--- src/rtl/bcd_updown_counter_n.sv ---
// bcd_updown_counter_n
//   Multi-decade synchronous up/down BCD counter with clear, checked parallel
//   load, count enable, wrap/saturate limit handling and a cascade-ready
//   terminal count.
//
// Parameters
//   DIGITS   number of BCD decades (1..8); count width is 4*DIGITS
//   WRAP     1 = wrap at the limits, 0 = saturate (hold) at the limits
//
// Ports
//   clk       rising-edge clock
//   rst       asynchronous active-low reset
//   en        count enable
//   x         direction: 0 = up, 1 = down
//   clr       synchronous clear (highest priority)
//   load      synchronous parallel load (beats en)
//   load_val  BCD load value, digit i at [4i+3:4i]; bad nibbles load as 0
//   count     current BCD value, digit 0 least significant
//   tc        combinational terminal count: en & (at all 9s up / all 0s down)
//   ovf       registered pulse on a wrap, or on a blocked count when saturating
//   load_err  registered pulse when a load carried any nibble > 9

// One decade: steps up or down when told to, rolling 9<->0 on its own.
module bcd_digit (
    input  logic [3:0] d,
    input  logic       step,
    input  logic       dn,
    output logic [3:0] nxt
);
    always_comb begin
        nxt = d;
        if (step) begin
            if (dn) nxt = (d == 4'd0) ? 4'd9 : d - 4'd1;
            else    nxt = (d == 4'd9) ? 4'd0 : d + 4'd1;
        end
    end
endmodule

module bcd_updown_counter_n #(
    parameter int DIGITS = 4,
    parameter bit WRAP   = 1'b1
) (
    input  logic                  clk,
    input  logic                  rst,
    input  logic                  en,
    input  logic                  x,
    input  logic                  clr,
    input  logic                  load,
    input  logic [4*DIGITS-1:0]   load_val,
    output logic [4*DIGITS-1:0]   count,
    output logic                  tc,
    output logic                  ovf,
    output logic                  load_err
);
    logic [DIGITS-1:0][3:0] cnt, cnt_nxt, lv, lv_fix;
    logic [DIGITS-1:0]      bad;
    // all9[i] / all0[i]: every digit below i is 9 / 0 (the ripple enable).
    logic [DIGITS:0]        all9, all0;
    logic                   at_lim;

    assign lv      = load_val;
    assign all9[0] = 1'b1;
    assign all0[0] = 1'b1;

    generate
        for (genvar i = 0; i < DIGITS; i++) begin : g_dig
            assign all9[i+1] = all9[i] & (cnt[i] == 4'd9);
            assign all0[i+1] = all0[i] & (cnt[i] == 4'd0);
            assign bad[i]    = lv[i] > 4'd9;
            assign lv_fix[i] = bad[i] ? 4'd0 : lv[i];

            bcd_digit u_dig (
                .d    (cnt[i]),
                .step (x ? all0[i] : all9[i]),
                .dn   (x),
                .nxt  (cnt_nxt[i])
            );
        end
    endgenerate

    // Whole counter sits at the limit for the current direction; the ripple
    // chain already rolls every digit, so wrapping needs no special case.
    assign at_lim = x ? all0[DIGITS] : all9[DIGITS];
    assign tc     = en & at_lim;
    assign count  = cnt;

    always_ff @(posedge clk or negedge rst) begin
        if (!rst) begin
            cnt      <= '0;
            ovf      <= 1'b0;
            load_err <= 1'b0;
        end else if (clr) begin
            cnt      <= '0;
            ovf      <= 1'b0;
            load_err <= 1'b0;
        end else if (load) begin
            cnt      <= lv_fix;
            ovf      <= 1'b0;
            load_err <= |bad;
        end else if (en) begin
            if (!(at_lim && !WRAP)) cnt <= cnt_nxt;
            ovf      <= at_lim;
            load_err <= 1'b0;
        end else begin
            ovf      <= 1'b0;
            load_err <= 1'b0;
        end
    end
endmodule

--- config.mk ---
export PLATFORM = sky130hd
export DESIGN_NAME = bcd_updown_counter_n
export DESIGN_NICKNAME = d
export VERILOG_FILES = /design/src/rtl/bcd_updown_counter_n.sv
export SDC_FILE = /design/constraint.sdc
export NUM_CORES = 1
export LEC_CHECK = 0
export ABC_CLOCK_PERIOD_IN_PS = 2300
export CORE_MARGIN = 5
export CORE_UTILIZATION = 50
export DETAILED_ROUTE_END_ITERATION = 8
export PLACE_DENSITY = 0.83
export SLEW_MARGIN = 0
export SYNTH_ARGS = -nofsm -noshare
export SYNTH_HDL_FRONTEND = slang
export SYNTH_SLANG_ARGS = --single-unit
export TNS_END_PERCENT = 100
--- constraint.sdc ---
create_clock -name clk -period 2.3 [get_ports clk]
set_input_delay 0.23 -clock clk [delete_from_list [all_inputs] [get_ports clk]]
set_output_delay 0.23 -clock clk [all_outputs]
set_load 0.005 [all_outputs]
==> results.md, run 1 <==
| Item | Value | Unit |
|---|---|---|
| Power Density | 405 | mW/mm² |
| Via-per-instance ratio | 5.78 | - |
| DRC violations left | 0 | - |
| Clock root buffer | sky130_fd_sc_hd__clkbuf_4 | - |
| Pin count of the biggest net entering global routing | 29 | - |
| Layout overhead on the synthesized area | 31.4 | % |
| Ordered list of cells on the worst path | inv_1 -> ha_1 -> nand3b_1 -> nor4_1 -> a21oi_1 -> nor2b_1 -> dlygate4sd2_1 | - |
| Post-detailed-placement half-perimeter wirelength | 3770 | µm |
| Max IR drop VDD | 0.000224 | V |
| Die ar. | 0.00491 | mm² |
| Iter 0 DRT Violations | 137 | - |
| H-tree levels | 1 | - |
| Final cycle utilization of the critical path | 96.0 | % |
| Number of hold violations in the final report | 0 | - |
| Post-Synthesis Mean Instance Area | 7.98 | µm² |
| Die Width | 70.1 | µm |
| Met2 Resource Use GR | 33.9 | % |
| Dominant delay contributor by cell family on the critical path | simple AND/OR/NAND/NOR gates | - |
| CTS tree | done | - |
| Sequential-to-total area share from yosys stat | 25.0 | % |
| Clock tree buffer depth | 2 | - |
| Final worst path period need | 2210 | ps |
| Type of the most critical hold path | in -> async | - |
| Result of the run | completed | - |
| Endpoint required time on the critical path | 2070 | ps |
| Met3 usage | 3.16 | % |
| Global-route wire length before repair | 8180 | µm |
| Number of buffers inserted to repair setup after CTS | 0 | - |
| Aggregate negative setup slack | 0 | ps |
| Flops & latches, synth | 18 | - |
| Post-synth top area cell | sky130_fd_sc_hd__dfrtp_1 | - |
| Post-Syn Instances | 226 | - |
| Setup repair after global routing missed its margin | no | - |
| Mapped Nets | 259 | - |
| Pins Over Slew Limit | 0 | - |
| Vias in the first global route | 1,818 | - |
| Cell types with the largest area share after synthesis | sky130_fd_sc_hd__dfrtp_1 (25%), sky130_fd_sc_hd__ha_1 (7.6%), sky130_fd_sc_hd__nand2b_1 (4.9%), sky130_fd_sc_hd__o21ai_0 (4.7%), sky130_fd_sc_hd__nand2_1 (4.0%) | - |
| Critical path start-end classification | reg -> out | - |
| Drt total wl | 4770 | µm |
| Final Net Count | 310 | - |
| Floorplan row count | 21 | - |
| TritonCTS Sinks | 18 | - |
| Gp weighted congestion | 0.933 | - |
| Final hold slack | 247 | ps |
| Primary flip-flop cell chosen by synthesis mapping | sky130_fd_sc_hd__dfrtp_1 | - |
| Distinct cell type count after synthesis | 58 | - |
| CP Data Arrival Time | 1980 | ps |
| Routed wire per std cell | 14.9 | µm |
| Iteration count of the initial detailed-routing pass | 4 | - |
| Overall Global Routing Usage | 20.1 | % |
| Total standard cell area after synthesis | 0.00180 | mm² |
| Count of synthesis-stage warnings from yosys | 0 | - |
| Clock Skew | 5.71 | ps |
| Number of setup violations in the final report | 0 | - |
| Leading post-synthesis cells by instance count | sky130_fd_sc_hd__nand2_1 (19), sky130_fd_sc_hd__nor2_1 (19), sky130_fd_sc_hd__dfrtp_1 (18) | - |
| Overall power after layout | 0.961 | mW |
| Total of buffers placed on input and output ports | 40 | - |
| Hold-fix buffer count after cts | 0 | - |
| Count of max-cap constraint violations | 0 | - |
| Nature of the critical path startpoint | flop | - |
| Most used routing layer | met2 | - |
| Top fanout value on the critical path | 6 | - |
| Chip Height | 70.1 | µm |
| Worst slew slack as a fraction of its limit | 69.7 | % |
| Initial antenna violation count | 0 | - |
| Antenna cells | 0 | - |
| Global route overflow | 0 | - |
| Fmax | 0.453 | GHz |
| Share of cells above drive strength 1 | 14.5 | % |
| Static power due to leakage | 0.967 | nW |
| Antenna-violating nets left | 0 | - |
| Core ar. | 0.00342 | mm² |
| Total clock buffers created by CTS | 3 | - |
| Pin slew with the least headroom to its limit | 449 | ps |
| Fraction of post-synthesis cell area in the top cell type by area | 25.0 | % |
| Biggest cell delay along the critical path | 450 | ps |
| Clock transition at path regs | 110 | ps |
| Initial core utilization | 52.8 | % |
| Clock network latency to the later pin of the worst-skew pair | 300 | ps |
| Via count | 1,855 | - |
| Critical path buffer and inverter count | 2 | - |
| Met1 track demand over resource in global routing | 26.1 | % |
| Proportion of synthesized flip-flops having asynchronous set or reset | 100 | % |
| EDFF count, synth | 0 | - |
| Top Ports | 41 | - |
| Worst Setup End Kind | output pin | - |
| Worst-path cell with the longest stage delay | sky130_fd_sc_hd__dfrtp_1 | - |
-- layer usage --
layer	up-vias	share of wire, %
met2	64	48
met5	-	0
li1	926	-
met4	0	1.0
met3	5	6.5
met1	860	45
-- stage by stage --
stage,utilization (%),std cells,area (µm²),setup WS [ps]
after floorplan,-,226,1800,417
after global placement,68.3,318,2330,114
after detailed placement,68.3,318,2330,92.7
after CTS,69.3,321,2370,70.3
after global routing,69.4,321,2370,9.50
final,69.4,321,2370,92.9
-- sequential cells by signal (all words and copies together), names as in the netlist --
signal and flops:
count 16, ovf 1, load_err 1
-- where the power goes --
group          total [mW]  switching, mW  internal (mW)
registers           0.379         0.0380          0.341
logic               0.419          0.193          0.225
clock network       0.163          0.102         0.0611
-- what timing repair did --
action,4_1_cts,5_1_grt
pin swaps,1,2
endpoints found under the setup margin,1,1
gates resized for setup,3,2
-- area by class of cell --
type                    instances  area [µm²]
clock buffers                   3        22.5
well taps                      46        57.6
flip-flops and latches         18         450
inverters                       8        30.0
repair buffers                 61         557
multi-input cells             185        1250
fillers                       285        1050
-- cell usage in the layout, fill, tap and decap left out, drive strengths merged, types with 2 or more instances in the layout --
cell type,n
mux2i,3
nand2b,14
and2,5
o2111ai,2
nand4bb,2
nand2,21
o22ai,2
inv,8
clkdlybuf4s50,39
clkbuf,3
dfrtp,18
xnor2,4
a31oi,7
nor3b,4
a21boi,2
mux2,4
o311a,2
nor2,20
buf,21
nand3,6
a211oi,5
nand3b,5
nor3,2
a21oi,14
o21ai,21
nor2b,5
ha,11
a2111oi,2
nor4,3
o21bai,2
-- cells by family after synthesis --
logic type,share of synthesized area [%]
adder cells (fa/ha/maj),7.63
flip-flops,25.0
AO/OA/AOI/OAI,25.1
AND/OR/NAND/NOR,29.1
multiplexers,4.37
buffers and inverters,6.45
XOR/XNOR,2.43
-- path summary, 6_finish.rpt --
check / start / end / slack [ps] / cells after the start
setup / recovery: count[13] / tc / 90 / 7
hold / removal: rst / count[0] / 250 / 2
setup reg to reg: count[0] / count[15] / 390 / 8
hold reg to reg: count[9] / count[9] / 620 / 2
max in group asynchronous: rst / count[13] / 1840 / 2
min in group clk: load_val[0] / count[0] / 490 / 3
No activity file was read; power rests on OpenSTA's default activity.
==> run 2, diff against run 1 <==
GPL_ROUTABILITY_DRIVEN = 0   (was not set)
PLACE_DENSITY = 0.81   (was 0.83)
SYNTH_HIERARCHICAL = 1   (was not set)
==> run 2 against run 1 <==
Total power increased by 6.2%. Register-to-register slack got worse by 260 ps. Clock-buffer cell count grew 1. Sequential cell count did not move. Synthesized area grew 10%. First-iteration DRC count decreased by 15%. Global-route usage shrank 0.87 points. Critical path type unchanged. Largest cell class unchanged. Largest power group unchanged.
==> results.md, run 2 <==
| Item | Value | Unit | Change |
|---|---|---|---|
| Leading post-synthesis cells by instance count | sky130_fd_sc_hd__o21ai_0 (20), sky130_fd_sc_hd__dfrtp_1 (18), sky130_fd_sc_hd__a211oi_1 (17), sky130_fd_sc_hd__a21oi_1 (17), sky130_fd_sc_hd__nor2b_1 (16) | - |  |
| Placed inst area | 0.00248 | mm² | +6.5% |
| Routed wire per std cell | 15.1 | µm | +1.6% |
| Initial antenna violation count | 0 | - | unchanged |
| DRC violations left | 0 | - | unchanged |
| Final hold slack | 306 | ps | +59.4 ps |
| Core ar. | 0.00394 | mm² | +15% |
| Highest-count cells in the layout ignoring fill and taps | sky130_fd_sc_hd__clkdlybuf4s50_1 (39), sky130_fd_sc_hd__buf_4 (27), sky130_fd_sc_hd__o21ai_0 (20) | - |  |
| Post-synth top area cell | sky130_fd_sc_hd__dfrtp_1 | - |  |
| Cell types with the largest area share after synthesis | sky130_fd_sc_hd__dfrtp_1 (23%), sky130_fd_sc_hd__a211oi_1 (6.4%), sky130_fd_sc_hd__nor2b_1 (5.0%), sky130_fd_sc_hd__o21ai_0 (5.0%), sky130_fd_sc_hd__a21oi_1 (4.3%) | - |  |
| Static power due to leakage | 1.06 | nW | +9.4% |
| Final cycle utilization of the critical path | 95.0 | % | -0.96 points |
| Vias in the first global route | 1,756 | - | -3.4% |
| Number of setup violations in the final report | 0 | - | unchanged |
| Layout overhead on the synthesized area | 29.7 | % |  |
| Total standard cell area after synthesis | 0.00199 | mm² | +10% |
| Initial core utilization | 50.5 | % | -2.3 points |
| Die ar. | 0.00534 | mm² | +8.9% |
| Summed area of non-filler cells in the final layout | 0.00258 | mm² | +9.0% |
| Clock network latency to the later pin of the worst-skew pair | 250 | ps | -50 ps |
| Antenna cells | 0 | - | unchanged |
| Flops & latches, synth | 18 | - | unchanged |
| Pins Over Slew Limit | 0 | - | unchanged |
| Power Density | 395 | mW/mm² | -2.5% |
| H-tree levels | 1 | - | unchanged |
| Clock transition at path regs | 80 | ps | -30 ps |
| Count of cells along the worst register-to-register path | 10 | - | +2 |
| Clock root buffer | sky130_fd_sc_hd__clkbuf_8 | - |  |
| Chip Height | 73.1 | µm | +4.3% |
| Nature of the critical path startpoint | flop | - |  |
| Ordered list of cells on the worst path | nor4_1 -> nand4_1 -> a21oi_2 -> clkdlybuf4s50_1 | - |  |
| Global-route wire length before repair | 8250 | µm | +0.84% |
| Count of max-cap constraint violations | 0 | - | unchanged |
| Post-Syn Instances | 242 | - | +7.1% |
| Overall Global Routing Usage | 19.2 | % | -0.87 points |
| Endpoint required time on the critical path | 2070 | ps | about the same |
| CTS tree | done | - |  |
| TritonCTS Sinks | 18 | - | unchanged |
| Leading cell type by number of instances after synthesis | sky130_fd_sc_hd__o21ai_0 | - |  |
| EDFF count, synth | 0 | - | unchanged |
| Total of buffers placed on input and output ports | 40 | - | unchanged |
| Share of cells above drive strength 1 | 15.6 | % | +1.0 points |
| Final worst path period need | 2190 | ps | -22.0 ps |
| Pin count of the biggest net entering global routing | 35 | - | +21% |
| Total clock buffers created by CTS | 3 | - | unchanged |
| Via-per-instance ratio | 5.83 | - | +0.82% |
| Most common cell after layout, fill and taps aside | sky130_fd_sc_hd__clkdlybuf4s50_1 | - |  |
| Hold-fix buffer count after cts | 0 | - | unchanged |
| Final Net Count | 312 | - | +0.65% |
| Number of gates on the worst path with buffers counted | 4 | - | -3 |
| Worst-path cell with the longest stage delay | sky130_fd_sc_hd__clkdlybuf4s50_1 | - |  |
| Mapped Nets | 264 | - | +1.9% |
| Fraction of post-synthesis cell area in the top cell type by area | 22.6 | % | -2.4 points |
| Max IR drop VDD | 0.000291 | V | +30% |
| Sequential-to-total area share from yosys stat | 22.6 | % | -2.4 points |
| Via count | 1,975 | - | +6.5% |
| Final critical-path setup slack | 115 | ps | +22.0 ps |
| Pre-CTS setup slack | -293 | ps | -386 ps |
| Setup repair after global routing missed its margin | no | - |  |
| CP Data Arrival Time | 1960 | ps | -20 ps |
| Iter 0 DRT Violations | 116 | - | -15% |
| Number of hold violations in the final report | 0 | - | unchanged |
| Fmax | 0.458 | GHz | +1.0% |
| Clock tree buffer depth | 2 | - | unchanged |
| Distinct cell type count after synthesis | 40 | - | -31% |
| Proportion of synthesized flip-flops having asynchronous set or reset | 100 | % | unchanged |
| Die Width | 73.1 | µm | +4.3% |
| Clock Skew | 2.97 | ps | -2.74 ps |
| Post-Synthesis Mean Instance Area | 8.23 | µm² | +3.1% |
| Antenna-violating nets left | 0 | - | unchanged |
| Flip-flop count of the largest register after layout | 16 | - | unchanged |
| Biggest cell delay along the critical path | 510 | ps | +60 ps |
| Worst Setup End Kind | output pin | - |  |
| Drt total wl | 5120 | µm | +7.3% |
| Primary flip-flop cell chosen by synthesis mapping | sky130_fd_sc_hd__dfrtp_1 | - |  |
| Dominant delay contributor by cell family on the critical path | simple AND/OR/NAND/NOR gates | - |  |
| Result of the run | completed | - |  |
| Top Ports | 41 | - | unchanged |
| Pin slew with the least headroom to its limit | 763 | ps | +314 ps |
| Count of synthesis-stage warnings from yosys | 6 | - | +6 |
| Floorplan row count | 23 | - | +9.5% |
| Post-detailed-placement half-perimeter wirelength | 3560 | µm | -5.6% |
| Final cell utilization of the core | 65.5 | % | -3.9 points |
| Top fanout value on the critical path | 13 | - | +7 |
| Worst slew slack as a fraction of its limit | 49.0 | % | -21 points |
| Type of the most critical hold path | in -> async | - |  |
| Critical path buffer and inverter count | 1 | - | -1 |
| Iteration count of the initial detailed-routing pass | 4 | - | unchanged |
| Critical path start-end classification | reg -> out | - |  |
| Global route overflow | 0 | - | unchanged |
[run 2: cell count changes after synthesis, sizes merged, moves of 5 or more]
| cell | change |
|---|---|
| nand4 | +7 |
| a211oi | +12 |
| nand2 | -10 |
| nor2 | -14 |
| ha | -11 |
| xor2 | +7 |
| a31oi | -7 |
| mux2i | +5 |
| and4bb | +5 |
| nand3b | -5 |
| buf | +12 |
| and2 | -5 |
| nor2b | +11 |
[run 2: layer usage]
metal / part of all wire [%] / vias up / global-route usage (%)
li1: - / 993 / -
met1: 45 / 936 / 24.5
met2: 51 / 42 / 34.7
met3: 4.0 / 4 / 2.07
met4: 0.63 / 0 / 3.69
met5: 0 / - / 0
[run 2: layout make-up]
cell class                      count  area (µm²)
Clock buffer                        4        55.1
Fill cell                         356        1360
Inverter                           12        45.0
Multi-Input combinational cell    188        1360
Sequential cell                    18         453
Tap cell                           50        62.6
Timing Repair Buffer               67         606
[run 2: cell families (layout without fill, tap and decap cells)]
kind of cell / Yosys count / after routing / share of synthesized area, %
simple gates: 85 / 85 / 28.5
compound gates: 81 / 81 / 28.3
buf+inv: 36 / 83 / 10.5
flops: 18 / 18 / 22.6
xor+xnor: 12 / 12 / 5.28
mux: 9 / 9 / 4.59
other cells: 1 / 1 / 0.188
[run 2: through the flow]
step | total power [mW] | std cells | setup TNS [ps]
after floorplan | 0.599 | 242 | 0
after global placement | 0.737 | 334 | -252
after detailed placement | 0.748 | 334 | -1040
after CTS | 1.02 | 338 | 0
after global routing | 1.08 | 339 | 0
final | 1.02 | 339 | 0
[run 2: worst reg2reg max path, cell delays in order (launching register included)]
cell and delay (ps):
sky130_fd_sc_hd__dfrtp_1 420, sky130_fd_sc_hd__and4bb_1 380, sky130_fd_sc_hd__nand2_1 70, sky130_fd_sc_hd__a211oi_1 230
sky130_fd_sc_hd__buf_4 180, sky130_fd_sc_hd__buf_4 120, sky130_fd_sc_hd__o2111ai_1 100, sky130_fd_sc_hd__a22o_1 200
sky130_fd_sc_hd__mux2i_1 140, sky130_fd_sc_hd__o32a_1 160, sky130_fd_sc_hd__nor2_1 40
[run 2: timing repair]
item | in CTS | in global routing
setup buffers | 0 | 1
pin swaps | 0 | 1
setup endpoints to repair | 2 | 4
resized for setup | 2 | 8
[run 2: where the power goes]
part | internal [mW] | total, mW | switching, mW
combinational | 0.206 | 0.394 | 0.188
sequential | 0.334 | 0.361 | 0.0276
clock | 0.152 | 0.265 | 0.113
[run 2: final timing paths]
kind / from / endpoint / slack (ps)
worst max-delay path: count[11] / tc / 110
worst min-delay path: rst / count[5] / 310
worst max register to register: count[2] / count[11] / 130
worst min register to register: count[6] / ovf / 710
max in group asynchronous: rst / count[11] / 1760
min in group clk: load_val[4] / count[4] / 550
==> run 3, diff against run 2 <==
PLACE_DENSITY = 0.83   (was 0.81)
SYNTH_HIERARCHICAL = not set   (was 1)
==> results of run 3 <==
No change in the layout: final DEF, timing and power equal those of run 1.
